`src/rtl/vga_timing_pkg.sv`:
```
// Shared VGA timing constants: mode sets, sync polarity encodings and the
// registered sync bundle carried through the alignment delay.
package vga_timing_pkg;

  // 640x480@60, 25.175 MHz pixel clock
  localparam int unsigned VGA_640X480_H_ACTIVE = 640;
  localparam int unsigned VGA_640X480_H_FP     = 16;
  localparam int unsigned VGA_640X480_H_SYNC   = 96;
  localparam int unsigned VGA_640X480_H_BP     = 48;
  localparam int unsigned VGA_640X480_V_ACTIVE = 480;
  localparam int unsigned VGA_640X480_V_FP     = 10;
  localparam int unsigned VGA_640X480_V_SYNC   = 2;
  localparam int unsigned VGA_640X480_V_BP     = 33;

  // 800x600@60, 40 MHz pixel clock; H_TOTAL 1056 needs an 11-bit counter
  localparam int unsigned VGA_800X600_H_ACTIVE = 800;
  localparam int unsigned VGA_800X600_H_FP     = 40;
  localparam int unsigned VGA_800X600_H_SYNC   = 128;
  localparam int unsigned VGA_800X600_H_BP     = 88;
  localparam int unsigned VGA_800X600_V_ACTIVE = 600;
  localparam int unsigned VGA_800X600_V_FP     = 1;
  localparam int unsigned VGA_800X600_V_SYNC   = 4;
  localparam int unsigned VGA_800X600_V_BP     = 23;

  localparam int unsigned VGA_CNT_W = 10;

  localparam logic SYNC_ACTIVE_LOW  = 1'b0;
  localparam logic SYNC_ACTIVE_HIGH = 1'b1;

  // Sync fields hold "asserted" (1) / "not asserted" (0); polarity is applied at the pins.
  typedef struct packed {
    logic act;
    logic hs;
    logic vs;
  } vga_sync_t;

  function automatic int unsigned vga_total(input int unsigned active,
                                            input int unsigned fp,
                                            input int unsigned sync,
                                            input int unsigned bp);
    return active + fp + sync + bp;
  endfunction

endpackage

```
`src/rtl/vga_delay_line.sv`:
```
// DEPTH x WIDTH shift register advanced by ce, cleared by a synchronous reset.
// DEPTH = 0 degenerates to a plain wire.
module vga_delay_line #(
  parameter int unsigned DEPTH = 0,
  parameter int unsigned WIDTH = 1
) (
  input  logic             clk_i,
  input  logic             reset_i,
  input  logic             ce_i,
  input  logic [WIDTH-1:0] d_i,
  output logic [WIDTH-1:0] q_o
);

  if (DEPTH == 0) begin : g_wire
    logic unused_ctrl;
    assign unused_ctrl = ^{clk_i, reset_i, ce_i};
    assign q_o = d_i;
  end else begin : g_shift
    logic [WIDTH-1:0] stage_q [DEPTH];

    always_ff @(posedge clk_i) begin
      if (reset_i) begin
        for (int i = 0; i < int'(DEPTH); i++) begin
          stage_q[i] <= '0;
        end
      end else if (ce_i) begin
        stage_q[0] <= d_i;
        for (int i = 1; i < int'(DEPTH); i++) begin
          stage_q[i] <= stage_q[i-1];
        end
      end
    end

    assign q_o = stage_q[DEPTH-1];
  end

endmodule

```
`src/rtl/vga_timing_gen.sv`:
```
// Parametrised VGA raster timing generator: pixel/line counters advanced by pix_ce,
// registered coordinates, active-video and sync with optional pipeline alignment.
module vga_timing_gen
  import vga_timing_pkg::*;
#(
  parameter int unsigned H_ACTIVE   = VGA_640X480_H_ACTIVE,
  parameter int unsigned H_FP       = VGA_640X480_H_FP,
  parameter int unsigned H_SYNC     = VGA_640X480_H_SYNC,
  parameter int unsigned H_BP       = VGA_640X480_H_BP,
  parameter int unsigned V_ACTIVE   = VGA_640X480_V_ACTIVE,
  parameter int unsigned V_FP       = VGA_640X480_V_FP,
  parameter int unsigned V_SYNC     = VGA_640X480_V_SYNC,
  parameter int unsigned V_BP       = VGA_640X480_V_BP,
  parameter logic        H_SYNC_POL = SYNC_ACTIVE_LOW,
  parameter logic        V_SYNC_POL = SYNC_ACTIVE_LOW,
  parameter int unsigned SYNC_DELAY = 0,
  parameter int unsigned CNT_W      = VGA_CNT_W
) (
  input  logic             vga_clk,
  input  logic             reset,
  input  logic             pix_ce,
  output logic [CNT_W-1:0] countX,
  output logic [CNT_W-1:0] countY,
  output logic             displayArea,
  output logic             hSync,
  output logic             vSync,
  output logic             line_start,
  output logic             frame_start
);

  localparam int unsigned H_TOTAL = vga_total(H_ACTIVE, H_FP, H_SYNC, H_BP);
  localparam int unsigned V_TOTAL = vga_total(V_ACTIVE, V_FP, V_SYNC, V_BP);

  localparam logic [CNT_W-1:0] H_LAST    = CNT_W'(H_TOTAL - 1);
  localparam logic [CNT_W-1:0] V_LAST    = CNT_W'(V_TOTAL - 1);
  localparam logic [CNT_W-1:0] H_ACT_END = CNT_W'(H_ACTIVE);
  localparam logic [CNT_W-1:0] V_ACT_END = CNT_W'(V_ACTIVE);
  localparam logic [CNT_W-1:0] HS_BEG    = CNT_W'(H_ACTIVE + H_FP);
  localparam logic [CNT_W-1:0] HS_END    = CNT_W'(H_ACTIVE + H_FP + H_SYNC);
  localparam logic [CNT_W-1:0] VS_BEG    = CNT_W'(V_ACTIVE + V_FP);
  localparam logic [CNT_W-1:0] VS_END    = CNT_W'(V_ACTIVE + V_FP + V_SYNC);
  localparam logic [CNT_W-1:0] CNT_ONE   = CNT_W'(1);

  logic [CNT_W-1:0] hc_q, hc_d;
  logic [CNT_W-1:0] vc_q, vc_d;
  vga_sync_t        sync_d, sync_q, sync_dly;
  logic             line_start_d, frame_start_d;

  // Raster advance, sync decode and strobe detection on the internal count
  always_comb begin
    hc_d          = hc_q;
    vc_d          = vc_q;
    sync_d        = '0;
    line_start_d  = 1'b0;
    frame_start_d = 1'b0;

    if (pix_ce) begin
      if (hc_q == H_LAST) begin
        hc_d = '0;
        vc_d = (vc_q == V_LAST) ? '0 : vc_q + CNT_ONE;
      end else begin
        hc_d = hc_q + CNT_ONE;
      end
      line_start_d  = (hc_q == '0);
      frame_start_d = (hc_q == '0) && (vc_q == '0);
    end

    sync_d.act = (hc_q < H_ACT_END) && (vc_q < V_ACT_END);
    sync_d.hs  = (hc_q >= HS_BEG) && (hc_q < HS_END);
    sync_d.vs  = (vc_q >= VS_BEG) && (vc_q < VS_END);
  end

  always_ff @(posedge vga_clk) begin
    if (reset) begin
      hc_q        <= '0;
      vc_q        <= '0;
      countX      <= '0;
      countY      <= '0;
      sync_q      <= '0;
      line_start  <= 1'b0;
      frame_start <= 1'b0;
    end else begin
      hc_q        <= hc_d;
      vc_q        <= vc_d;
      line_start  <= line_start_d;
      frame_start <= frame_start_d;
      if (pix_ce) begin
        countX <= hc_q;
        countY <= vc_q;
        sync_q <= sync_d;
      end
    end
  end

  // Re-aligns active video and syncs with a pipelined pixel path; strobes bypass it
  vga_delay_line #(
    .DEPTH(SYNC_DELAY),
    .WIDTH($bits(vga_sync_t))
  ) u_sync_dly (
    .clk_i  (vga_clk),
    .reset_i(reset),
    .ce_i   (pix_ce),
    .d_i    (sync_q),
    .q_o    (sync_dly)
  );

  assign displayArea = sync_dly.act;
  assign hSync       = sync_dly.hs ? H_SYNC_POL : ~H_SYNC_POL;
  assign vSync       = sync_dly.vs ? V_SYNC_POL : ~V_SYNC_POL;

endmodule

```
`config.mk`:
```
export PLATFORM = sky130hd
export DESIGN_NAME = vga_timing_gen
export DESIGN_NICKNAME = d
export VERILOG_FILES = /design/src/rtl/vga_timing_pkg.sv /design/src/rtl/vga_delay_line.sv /design/src/rtl/vga_timing_gen.sv
export SDC_FILE = /design/constraint.sdc
export NUM_CORES = 1
export LEC_CHECK = 0
export CAP_MARGIN = 30
export CORE_ASPECT_RATIO = 1.25
export CORE_UTILIZATION = 49
export CTS_CLUSTER_SIZE = 28
export DETAILED_ROUTE_END_ITERATION = 16
export GPL_ROUTABILITY_DRIVEN = 0
export GPL_TIMING_DRIVEN = 0
export PLACE_DENSITY = 0.73
export SYNTH_ARGS = -nofsm -noshare
export SYNTH_HDL_FRONTEND = slang
export SYNTH_HIERARCHICAL = 1
export SYNTH_SLANG_ARGS = --single-unit
```
`constraint.sdc`:
```
create_clock -name vga_clk -period 5.4 [get_ports vga_clk]
set_input_delay 0.81 -clock vga_clk [delete_from_list [all_inputs] [get_ports vga_clk]]
set_output_delay 0.81 -clock vga_clk [all_outputs]
set_load 0.05 [all_outputs]
```
Yosys cells after proc, flatten, opt, wreduce, memory -nomap -nowiden
Index checks and enable logic that the tools add are counted.
{"block": "totals", "reg_bits": 45, "input_bits": 3, "out_inout_bits": 25, "word_cells": 32}
{"block": "classes", "addsub": 2, "order_cmp": 6, "n_eq_ne": 2, "muxes": 4, "bitwise": 1, "n_reduce_logical": 8}
{"operator": "adder 10 x 1 -> 10 bit (second input constant)", "count": 2}
{"operator": "== test 10 bit (second input constant)", "count": 2}
{"operator": "logical NOT 10 bit", "count": 2}
{"operator": "less-than comparator 10 bit (second input constant)", "count": 2}
{"operator": "less-than comparator 10 x 9 -> 1 bit (second input constant)", "count": 2}
{"operator": "two-way mux 10 bit", "count": 2}
{"operator": ">= comparator 10 bit (second input constant)", "count": 1}
{"operator": ">= comparator 10 x 9 -> 1 bit (second input constant)", "count": 1}
{"operator": "logical AND 1 bit", "count": 4}
{"operator": "two-way mux 1 bit", "count": 2}
{"operator": "AND reduction 2 bit", "count": 1}
{"operator": "OR reduction 2 bit", "count": 1}
{"operator": "NOT 1 bit", "count": 1}

Depth between registers and ports, before layout
{"block": "depth", "depth_word": 2, "depth_mapped": 6, "mapped_depth_nobuf": 6}

By module
Netlist, hierarchy kept.
{"mod": "vga_timing_gen", "instances": 1, "cells_per_inst": 218, "area_per_inst_um2": 1984.4, "seq_area_each_um2": 900.9}
{"mod": "vga_delay_line", "instances": 1, "cells_per_inst": 3, "area_per_inst_um2": 22.5, "seq_area_each_um2": 0.0}

Worst setup path after synthesis
Ideal clock, no wire load.
{"block": "synth_timing", "kind": "input-to-reg", "startpoint": "in pix_ce", "endpoint": "reg vc_q[9]", "setup_time_ns": 0.070, "t_arrival_ns": 2.015, "t_required_ns": 5.330, "slack_ns": 3.315, "cell_stages": 5, "path_buffers": 1, "path_cell_list": "clkbuf_1 -> nand4_1 -> or4_4 -> or3_1 -> a21oi_1"}
{"block": "synth_between", "elab_chain_len": 1}
{"item": "start: declaration", "line": "vga_timing_gen.sv:21", "text": "input logic pix_ce,"}
{"item": "AND reduction 2 bit (no source line)"}
{"item": "end signal: assignment", "line": "vga_timing_gen.sv:84", "text": "vc_q <= vc_d;"}
{"item": "end: declaration", "line": "vga_timing_gen.sv:45", "text": "logic [CNT_W-1:0] vc_q, vc_d;"}
No other way between the ends.
A chain may end at the register's enable or synchronous reset.

Final worst setup path
{"block": "layout_timing", "startpoint": "reg sync_q[1] (netlist bit)", "endpoint": "out hSync"}
{"block": "layout_between", "elab_chain_len": 1}
{"item": "start: declaration", "line": "vga_timing_gen.sv:46", "text": "vga_sync_t sync_d, sync_q, sync_dly;"}
{"item": "start signal: assignment", "line": "vga_timing_gen.sv:90", "text": "sync_q <= sync_d;"}
{"item": "two-way mux 1 bit", "line": "vga_timing_gen.sv:108", "text": "assign hSync = sync_dly.hs ? H_SYNC_POL : ~H_SYNC_POL;"}
{"item": "end: declaration", "line": "vga_timing_gen.sv:25", "text": "output logic hSync,"}
No other way between the ends.

==> results_dict.tcl <==
set metrics [dict create \
    synth_ff_type "dfxtp_1" \
    finalSetupViolCount 0 \
    yosysMostFrequentCell "dfxtp_1" \
    vias_per_cell 5.26 \
    reg2regPathDepth 5 \
    ios 28 \
    r2r_start "hc_q[8]$_SDFFE_PP0P_" \
    post_cts_buffers 0 \
    num_vias 1625 \
    comb_power_share 0.057 \
    synth_area_leader_cell "dfxtp_1" \
    drive_gt1_frac 0.0745 \
    fp-row-count 25 \
    min_to "sync_q[2]$_SDFFE_PP0P_" \
    async_reset_ff_frac 0 \
    final_cells 309 \
    remaining_drc_errors 0 \
    run_status "completed" \
    drtPass1Iterations 4 \
    netlist_top_cells_area "dfxtp_1 (45%), mux2i_1 (10%), nor2_1 (6.4%)" \
    cp.required_ns 4.59 \
    synth_edf_count 0 \
    grt_max_degree 14 \
    place_inst 301 \
    avgSynthCellArea_um2 9.08 \
    core_mm2 0.00385 \
    syn_inst 221 \
    finalSetupTns_ns 0 \
    cts_tree "done" \
    grt_overflow 0 \
    rsz0062_at_grt "false" \
    syn_nets 228 \
    hold_path_class "reg -> reg" \
    synth_seq_area_share 0.449 \
    cts_hold_buffers 0 \
    hold_depth 2 \
    swShare 0.215 \
    leakagePower_nw 0.931 \
    grt_pass1_wl_um 6760 \
    h-tree-depth 2 \
    ys_ff_latch 45 \
    fmax_mhz 422 \
    power.share.sequential 0.529 \
    syn_to_final_growth_pct 22.1 \
    die_area_mm2 0.00436 \
    wl_per_cell_um 13.1 \
    critPathKind "reg -> out" \
    whs_ns 0.472 \
    floorplan.initialDensity 0.522 \
    holdCritStartpoint "sync_q[2]$_SDFFE_PP0P_" \
    finalCritPeriodShare 0.439 \
    cts_resized 0 \
    gr-usage-all-layers 0.206 \
    synth_common_cells "dfxtp_1 (45), nor2_1 (34), mux2i_1 (21)" \
    peakVddDrop_mv 0.172 \
    n_fill_cell 343 \
    die_x_um 59.2 \
    placedInstanceArea_mm2 0.00233 \
    drv_slew 0 \
    start_kind "flop" \
    dp_hpwl_um 2930 \
    num_antenna_cells 0 \
    cts_made_buffers 5 \
    arrival_ns 1.56 \
    r2r-end "vc_q[9]$_SDFFE_PP0P_" \
    ant_nets 0 \
    switching_power_w 0.000137 \
    routed_wl_um 4060 \
    power_frac_clock 0.413 \
    p_int_w 0.000499 \
    clk_pin_slew_ns 0.08 \
    cts_root_buf "clkbuf_8" \
    netlist_area_mm2 0.00201 \
    die_y_um 73.6 \
    numClockSinks 45 \
    powerDensity_mw_per_mm2 259 \
    grt_pass1_vias 1441 \
    slew_headroom 0.549 \
    io_buffers 26 \
    final_cell_area_mm2 0.00245 \
    antenna_found_initial 0 \
    fin_nets 261 \
    drv_cap 0 \
    synth.top_cell.area_share 0.449 \
    cts_max_path_buffers 2 \
    clock_latency_ns 0.30 \
    r2r_slack_ns 3.33 \
    yosysWarnings 6 \
    finalHoldViolCount 0 \
    drtIter0Drc 32 \
    final_util 0.637 \
    synth_cell_types 35 \
    min_period_ns 2.37 \
    worst_setup_path_end_kind "output port" \
    final.setup_skew_ns 0.00437 \
    worst_pin_slew_ns 0.676 \
    cp_max_fo 2 \
]
power groups by stage:
stage | Sequential [W] | Combinational [W] | Clock (W)
final | 0.000337 | 0.0000366 | 0.000263
after global routing | 0.000337 | 0.0000395 | 0.000282
after floorplan | 0.000350 | 0.0000210 | 0
after CTS | 0.000337 | 0.0000369 | 0.000266
after global placement | 0.000344 | 0.0000367 | 0
after detailed placement | 0.000345 | 0.0000368 | 0
flip-flops by register name, summed over array words and instances, names as in the netlist:
register and count:
sync_q 3, hc_q 10, frame_start 1, countY 10, vc_q 10, countX 10
line_start 1
stage by stage:
step           power [W]  worst slack [ns]
6_report        0.000636              3.03
5_1_grt         0.000658              2.99
4_1_cts         0.000640              3.02
3_5_place_dp    0.000381              2.89
3_3_place_gp    0.000381              2.92
2_1_floorplan   0.000371              3.31
placed cells by master (no fill, tap or decap), drive strengths merged, types with 7 or more instances in the layout:
cell type      count
a21oi              7
buf                9
clkbuf            16
clkdlybuf4s50     26
dfxtp             45
mux2i             21
nand3             12
nand4             10
nor2              34
nor4               7
xor2               9
kinds of logic after synthesis:
| logic type | synth area share |
|---|---|
| simple gates | 0.266 |
| flops | 0.449 |
| buf+inv | 0.0555 |
| mux | 0.110 |
| compound gates | 0.0418 |
| xor+xnor | 0.0524 |
| fa+ha+maj | 0.0249 |
worst max-delay path: stages, from the launching register on:
cell and delay [ns]:
dfxtp_1 0.31, buf_4 0.12, inv_1 0.04, clkdlybuf4s50_1 0.79
metal layers:
metal  track usage  up-vias  part of all wire
met3        0.0475        6             0.029
met1         0.253      769              0.46
met4        0.0714        0             0.015
met5             0        -                 0
li1              -      829                 -
met2         0.348       21              0.50
worst max path at each step:
stage	from	to	slack (ns)	cells past startpoint
2_1_floorplan	pix_ce	vc_q[9]$_SDFFE_PP0P_	3.31	5
3_3_place_gp	reset	countX[6]$_SDFFE_PP0P_	2.92	4
3_5_place_dp	reset	countY[4]$_SDFFE_PP0P_	2.89	4
4_1_cts	sync_q[1]$_SDFFE_PP0P_	hSync	3.02	3
5_1_grt	sync_q[1]$_SDFFE_PP0P_	hSync	2.99	3
6_report	sync_q[1]$_SDFFE_PP0P_	hSync	3.03	3
cell type report:
| class | count | area, um2 | area share |
|---|---|---|---|
| timing repair buffer | 26 | 260 | 0.106 |
| clock inverter | 1 | 30.0 | 0.0123 |
| multi-input combinational | 152 | 995 | 0.406 |
| inverter | 6 | 22.5 | 0.00919 |
| tap | 54 | 67.6 | 0.0276 |
| sequential | 45 | 901 | 0.368 |
| buffer | 18 | 88.8 | 0.0362 |
| clock buffer | 7 | 86.3 | 0.0352 |
(Power assumes the default switching activity.)
